==> config.mk <==
export PLATFORM = sky130hd
export DESIGN_NAME = led_seq_ctrl
export DESIGN_NICKNAME = d
export VERILOG_FILES = /design/src/rtl/led_pkg.sv /design/src/rtl/led_tick_gen.sv /design/src/rtl/led_seq_ctrl.sv
export SDC_FILE = /design/constraint.sdc
export NUM_CORES = 1
export LEC_CHECK = 0
export ABC_AREA = 1
export CORE_MARGIN = 3
export CORE_UTILIZATION = 35
export DETAILED_ROUTE_END_ITERATION = 16
export HOLD_SLACK_MARGIN = 0.03
export MAX_ROUTING_LAYER = met4
export PLACE_DENSITY_LB_ADDON = 0.08
export RECOVER_POWER = 50
export SLEW_MARGIN = 30
export SYNTH_ARGS = -nofsm -noshare
export SYNTH_HDL_FRONTEND = slang
export SYNTH_HIERARCHICAL = 1
export SYNTH_SLANG_ARGS = --single-unit
==> constraint.sdc <==
create_clock -name Clk -period 2.55 [get_ports Clk]
set_input_delay 0.51 -clock Clk [delete_from_list [all_inputs] [get_ports Clk]]
set_output_delay 0.51 -clock Clk [all_outputs]
set_load 0.05 [all_outputs]
==> src/rtl/led_pkg.sv <==
// Shared encodings for the LED sequencer: pattern modes, FSM states, config field widths.
package led_pkg;

    typedef enum logic [1:0] {
        LED_MODE_OFF   = 2'd0,
        LED_MODE_BLINK = 2'd1,
        LED_MODE_RUN   = 2'd2,
        LED_MODE_ALT   = 2'd3
    } led_mode_t;

    typedef enum logic [1:0] {
        IDLE = 2'd0,
        RUN  = 2'd1,
        PEND = 2'd2
    } led_state_t;

    localparam int LED_RATE_W = 2;
    localparam int LED_RCNT_W = 3;

endpackage

==> src/rtl/led_tick_gen.sv <==
// Shared base-tick prescaler: counts 0..TICK_CNT-1 and wraps, frozen while Hold is high.
// tick is combinational in the terminal-count cycle and is never asserted during Hold.
module led_tick_gen #(
    parameter int TICK_CNT = 25_000_000
) (
    input  logic Clk,
    input  logic Reset_n,
    input  logic Hold,
    output logic tick
);

    localparam int CW = (TICK_CNT > 1) ? $clog2(TICK_CNT) : 1;
    localparam logic [CW-1:0] LAST = CW'(TICK_CNT - 1);

    logic [CW-1:0] cnt;

    always_ff @(posedge Clk or negedge Reset_n) begin
        if (!Reset_n) begin
            cnt <= '0;
        end else if (!Hold) begin
            cnt <= (cnt == LAST) ? '0 : cnt + 1'b1;
        end
    end

    assign tick = !Hold && (cnt == LAST);

endmodule

==> src/rtl/led_seq_ctrl.sv <==
// LED bank sequencer: OFF / BLINK / RUN / ALT patterns stepped every 2^rate base ticks.
// Optional LED_SEQ_DIM_EN adds a Cfg_duty port and 3-bit PWM dimming of the LED drive.
module led_seq_ctrl
    import led_pkg::*;
#(
    parameter int TICK_CNT = 25_000_000,
    parameter int LED_NUM  = 4
) (
    input  logic                  Clk,
    input  logic                  Reset_n,
    input  logic                  Cfg_valid,
    output logic                  Cfg_ready,
    input  logic [1:0]            Cfg_mode,
    input  logic [LED_RATE_W-1:0] Cfg_rate,
`ifdef LED_SEQ_DIM_EN
    input  logic [2:0]            Cfg_duty,
`endif
    input  logic                  Hold,
    output logic                  Step,
    output logic [LED_NUM-1:0]    Led
);

    led_state_t            state, state_nxt;
    led_mode_t             mode_q, pmode_q;
    logic [LED_RATE_W-1:0] rate_q, prate_q;
    logic [LED_RCNT_W-1:0] rate_cnt;
    logic [LED_NUM-1:0]    pat_q, pat_nxt;
    logic                  tick, step, xfer;
    logic                  load_cfg, load_pend, apply_pend;

    function automatic logic [LED_NUM-1:0] init_pat(input led_mode_t m);
        logic [LED_NUM-1:0] p;
        p = '0;
        case (m)
            LED_MODE_RUN: p[0] = 1'b1;
            LED_MODE_ALT: for (int i = 0; i < LED_NUM; i++) p[i] = (i % 2 == 0);
            default:      p = '0;
        endcase
        return p;
    endfunction

    function automatic logic [LED_NUM-1:0] adv_pat(input logic [LED_NUM-1:0] p, input led_mode_t m);
        if (m == LED_MODE_RUN) return {p[LED_NUM-2:0], p[LED_NUM-1]};
        return ~p;
    endfunction

    // The prescaler is parked at zero in IDLE; it always wraps to zero on the step that returns here.
    led_tick_gen #(.TICK_CNT(TICK_CNT)) u_tick (
        .Clk     (Clk),
        .Reset_n (Reset_n),
        .Hold    (Hold || (state == IDLE)),
        .tick    (tick)
    );

    assign step      = tick && (rate_cnt == LED_RCNT_W'((4'd1 << rate_q) - 4'd1));
    assign Cfg_ready = (state != PEND);
    assign xfer      = Cfg_valid && Cfg_ready;

    always_ff @(posedge Clk or negedge Reset_n) begin
        if (!Reset_n) begin
            rate_cnt <= '0;
        end else if (state == IDLE || step) begin
            rate_cnt <= '0;
        end else if (tick) begin
            rate_cnt <= rate_cnt + 1'b1;
        end
    end

    always_comb begin
        state_nxt  = state;
        pat_nxt    = pat_q;
        load_cfg   = 1'b0;
        load_pend  = 1'b0;
        apply_pend = 1'b0;
        case (state)
            IDLE: begin
                if (xfer && led_mode_t'(Cfg_mode) != LED_MODE_OFF) begin
                    state_nxt = RUN;
                    pat_nxt   = init_pat(led_mode_t'(Cfg_mode));
                    load_cfg  = 1'b1;
                end
            end
            RUN: begin
                // A request on a step cycle lets this step advance; the new config waits for the next one.
                if (step) pat_nxt = adv_pat(pat_q, mode_q);
                if (xfer) begin
                    state_nxt = PEND;
                    load_pend = 1'b1;
                end
            end
            PEND: begin
                if (step) begin
                    if (pmode_q == LED_MODE_OFF) begin
                        state_nxt = IDLE;
                        pat_nxt   = '0;
                    end else begin
                        state_nxt  = RUN;
                        pat_nxt    = init_pat(pmode_q);
                        apply_pend = 1'b1;
                    end
                end
            end
            default: begin
                state_nxt = IDLE;
                pat_nxt   = '0;
            end
        endcase
    end

    always_ff @(posedge Clk or negedge Reset_n) begin
        if (!Reset_n) begin
            state   <= IDLE;
            pat_q   <= '0;
            Step    <= 1'b0;
            mode_q  <= LED_MODE_OFF;
            rate_q  <= '0;
            pmode_q <= LED_MODE_OFF;
            prate_q <= '0;
        end else begin
            state <= state_nxt;
            pat_q <= pat_nxt;
            Step  <= step;
            if (load_cfg) begin
                mode_q <= led_mode_t'(Cfg_mode);
                rate_q <= Cfg_rate;
            end else if (apply_pend) begin
                mode_q <= pmode_q;
                rate_q <= prate_q;
            end
            if (load_pend) begin
                pmode_q <= led_mode_t'(Cfg_mode);
                prate_q <= Cfg_rate;
            end
        end
    end

`ifdef LED_SEQ_DIM_EN
    logic [2:0] duty_q, pduty_q, pwm_cnt;

    always_ff @(posedge Clk or negedge Reset_n) begin
        if (!Reset_n) begin
            duty_q  <= 3'd7;
            pduty_q <= 3'd7;
            pwm_cnt <= '0;
        end else begin
            if (!Hold) pwm_cnt <= pwm_cnt + 1'b1;
            if (load_cfg) duty_q <= Cfg_duty;
            else if (apply_pend) duty_q <= pduty_q;
            if (load_pend) pduty_q <= Cfg_duty;
        end
    end

    assign Led = pat_q & {LED_NUM{pwm_cnt <= duty_q}};
`else
    assign Led = pat_q;
`endif

endmodule

==> out/qor.txt <==
CP max-delay cell -> clkdlybuf4s50_1
Worst R2R Setup Slack -> 0.62 ns
hold depth -> 2
count leader, synth -> nand2_1
die height -> 92.3 um
Clock transition at path regs -> 0.10 ns
startpoint types -> flip-flop
CTS Buf Count -> 5
WP data required -> 2.04 ns
WP buf/inv -> 2
DRT antenna net count -> 0
first-pass GRT wire length -> 9910 um
Syn Area/Cell -> 7.06 um^2
Pre-antenna DRT Iters -> 4
Starting Density -> 37.1%
Die W -> 92.3 um
post-CTS setup buffer count -> 0
DRC viols -> 0
worst path cell trace -> inv_1 -> nand2_2 -> clkdlybuf4s50_1
placer congestion estimate -> 0.872
Net Count, Synth -> 379
crit path capture type -> primary output
Most used DFF post-synth -> dfrtp_1
synth top area cells -> dfrtp_1, nand2_1, nor2_1
CTS root buffer -> clkbuf_8
Final Setup Violations -> 0
Seq/Total Area, Yosys -> 41.3%
CP delay by family, top -> buffers and inverters
Ports -> 14
final net count -> 401
core footprint -> 0.00702 mm^2
die area -> 0.00852 mm^2
Synth top area share -> 41.3%
Static Leak -> 1.44 nW
Hold/Removal Path Class -> flip-flop to flip-flop
kind of critical path -> flip-flop to primary output
outcome -> completed
relative slew slack -> 0.961%
setup tns final -> 0 ns
clock buffer depth -> 2
Max-Cap Viols -> 0
synth cell count leaders -> nand2_1, nor2_1, inv_1
cells on worst reg2reg path -> 9
Post-synth EDFFs -> 0
Crit path depth -> 3
antenna diode count -> 0
Critical Path AT -> 1.70 ns
Max FO, Critical Path -> 4
TritonCTS clock tree -> done
Clock Latency Late Sink -> 0.30 ns
wire per inst -> 11.6 um
clk sinks -> 43
pin slew with the least headroom to its limit -> 1.49 ns
DR iter-0 viols -> 104
Max Slew Vio Count -> 0
Final Hold Vio Count -> 0
hold_buf cts -> 0
final worst-path cycle share -> 86.7%
H-tree levels -> 2
post-route cell area -> 0.00295 mm^2
RSZ-0062 raised after global routing -> no
Tot GR Track Use -> 15.0%
IO buf count -> 13
routed via count -> 2220
share of cells above drive strength 1 -> 10.7%
Synth Instances -> 369
worst stage delay on the critical path -> 0.81 ns
synthesized flop and latch total -> 43
Total Wirelength -> 5650 um
Max Freq -> 452 MHz
fraction of registers with async set/reset -> 100%
area grow syn2layout -> 13.1%
Detailed Place HPWL -> 4420 um
Layout Skew -> 0.0107 ns
most area-hungry cell type in the Yosys netlist -> dfrtp_1
Syn. warnings -> 6
Max VDD drop -> 0.349 mV
minimum clock period after layout -> 2.21 ns
Post-Synthesis Cell Area -> 0.00261 mm^2
DR vias/cell -> 4.55
Pwr per Cell Area -> 719 mW/mm^2
Placed Area -> 0.00286 mm^2
CTS resizes -> 0
largest net degree at the start of global routing -> 28
vias in the first global route -> 2066
Site Rows -> 30
initial antenna violation count -> 0
grt ovf -> 0
Synth cell types -> 25
## layout make-up
cell class	count	area (um^2)
clock buffer	5	68.8
clock inverter	3	25.0
fill	744	4070
inverter	58	218
multi-input combinational	266	1290
sequential	43	1080
tap	96	120
timing repair buffer	17	146
## placed cells by master, fill, tap and decap left out, types with 5 or more instances in the layout
cell type,count
a21oi_1,13
clkbuf_8,5
clkdlybuf4s50_1,12
dfrtp_1,43
inv_1,55
nand2_1,104
nand2_2,9
nand3_1,23
nand3_2,5
nor2_1,61
nor2_2,5
nor2_4,6
o21ai_0,12
o21ai_1,7
xor2_1,8
## per-layer routing
metal  track usage, %  part of all wire [%]
met1             18.5                    46
met2             24.9                    49
met3             3.25                   3.6
met4             4.46                   1.5
met5                -                     0
## final timing paths
path / startpoint / end
worst max-delay path: state[0]$_DFFE_PN0P_ / Cfg_ready
worst max register to register: state[1]$_DFFE_PN0P_ / u_tick/cnt[17]$_DFFE_PN0N_
worst min-delay path: prate_q[1]$_DFFE_PN0P_ / prate_q[1]$_DFFE_PN0P_
max in group asynchronous: Reset_n / u_tick/cnt[24]$_DFFE_PN0N_
worst min register to register: prate_q[1]$_DFFE_PN0P_ / prate_q[1]$_DFFE_PN0P_
min in group asynchronous: Reset_n / u_tick/cnt[19]$_DFFE_PN0N_
## kinds of logic (layout without fill, tap and decap cells)
logic type	after synthesis	count (layout)	share of synthesized area [%]
xor+xnor	11	11	3.70
flops	43	43	41.3
fa+ha+maj	2	2	0.960
compound gates	33	33	6.43
simple gates	220	220	38.5
buf+inv	60	83	9.07
## metrics by stage
| step | power (mW) | utilization [%] | cells | hold WS (ns) | setup slack, ns |
|---|---|---|---|---|---|
| 3_5_place_dp | 1.70 | 40.8 | 480 | 0.476 | 0.224 |
| 6_report | 2.12 | 42.0 | 488 | 0.498 | 0.338 |
| 3_3_place_gp | 1.69 | 40.8 | 480 | 0.468 | 0.210 |
| 2_1_floorplan | 1.50 | - | 369 | 0.214 | 0.609 |
| 5_1_grt | 2.31 | 42.0 | 488 | 0.536 | 0.270 |
| 4_1_cts | 2.16 | 42.1 | 488 | 0.245 | 0.323 |
## power breakdown
group	total, mW	switching (mW)	internal, mW	leakage, nW
Combinational	0.727	0.476	0.251	0.848
Clock	0.450	0.254	0.196	0.0443
Sequential	0.943	0.130	0.813	0.552
## sequential cells by signal, summed over array words and instances, names as in the netlist
name,flops
u_tick/cnt,25
mode_q,2
Led,4
pmode_q,2
state,2
rate_q,2
rate_cnt,3
prate_q,2
Step,1
## worst register-to-register path: stages (launching register included)
cell and delay [ns]:
dfrtp_1 0.46, nor2_4 0.08, or2_2 0.33, inv_2 0.14, nand2_2 0.08, nor2_4 0.18
nand3_1 0.18, nor2_1 0.15, xor2_1 0.17, inv_1 0.05
(Power assumes the default switching activity.)
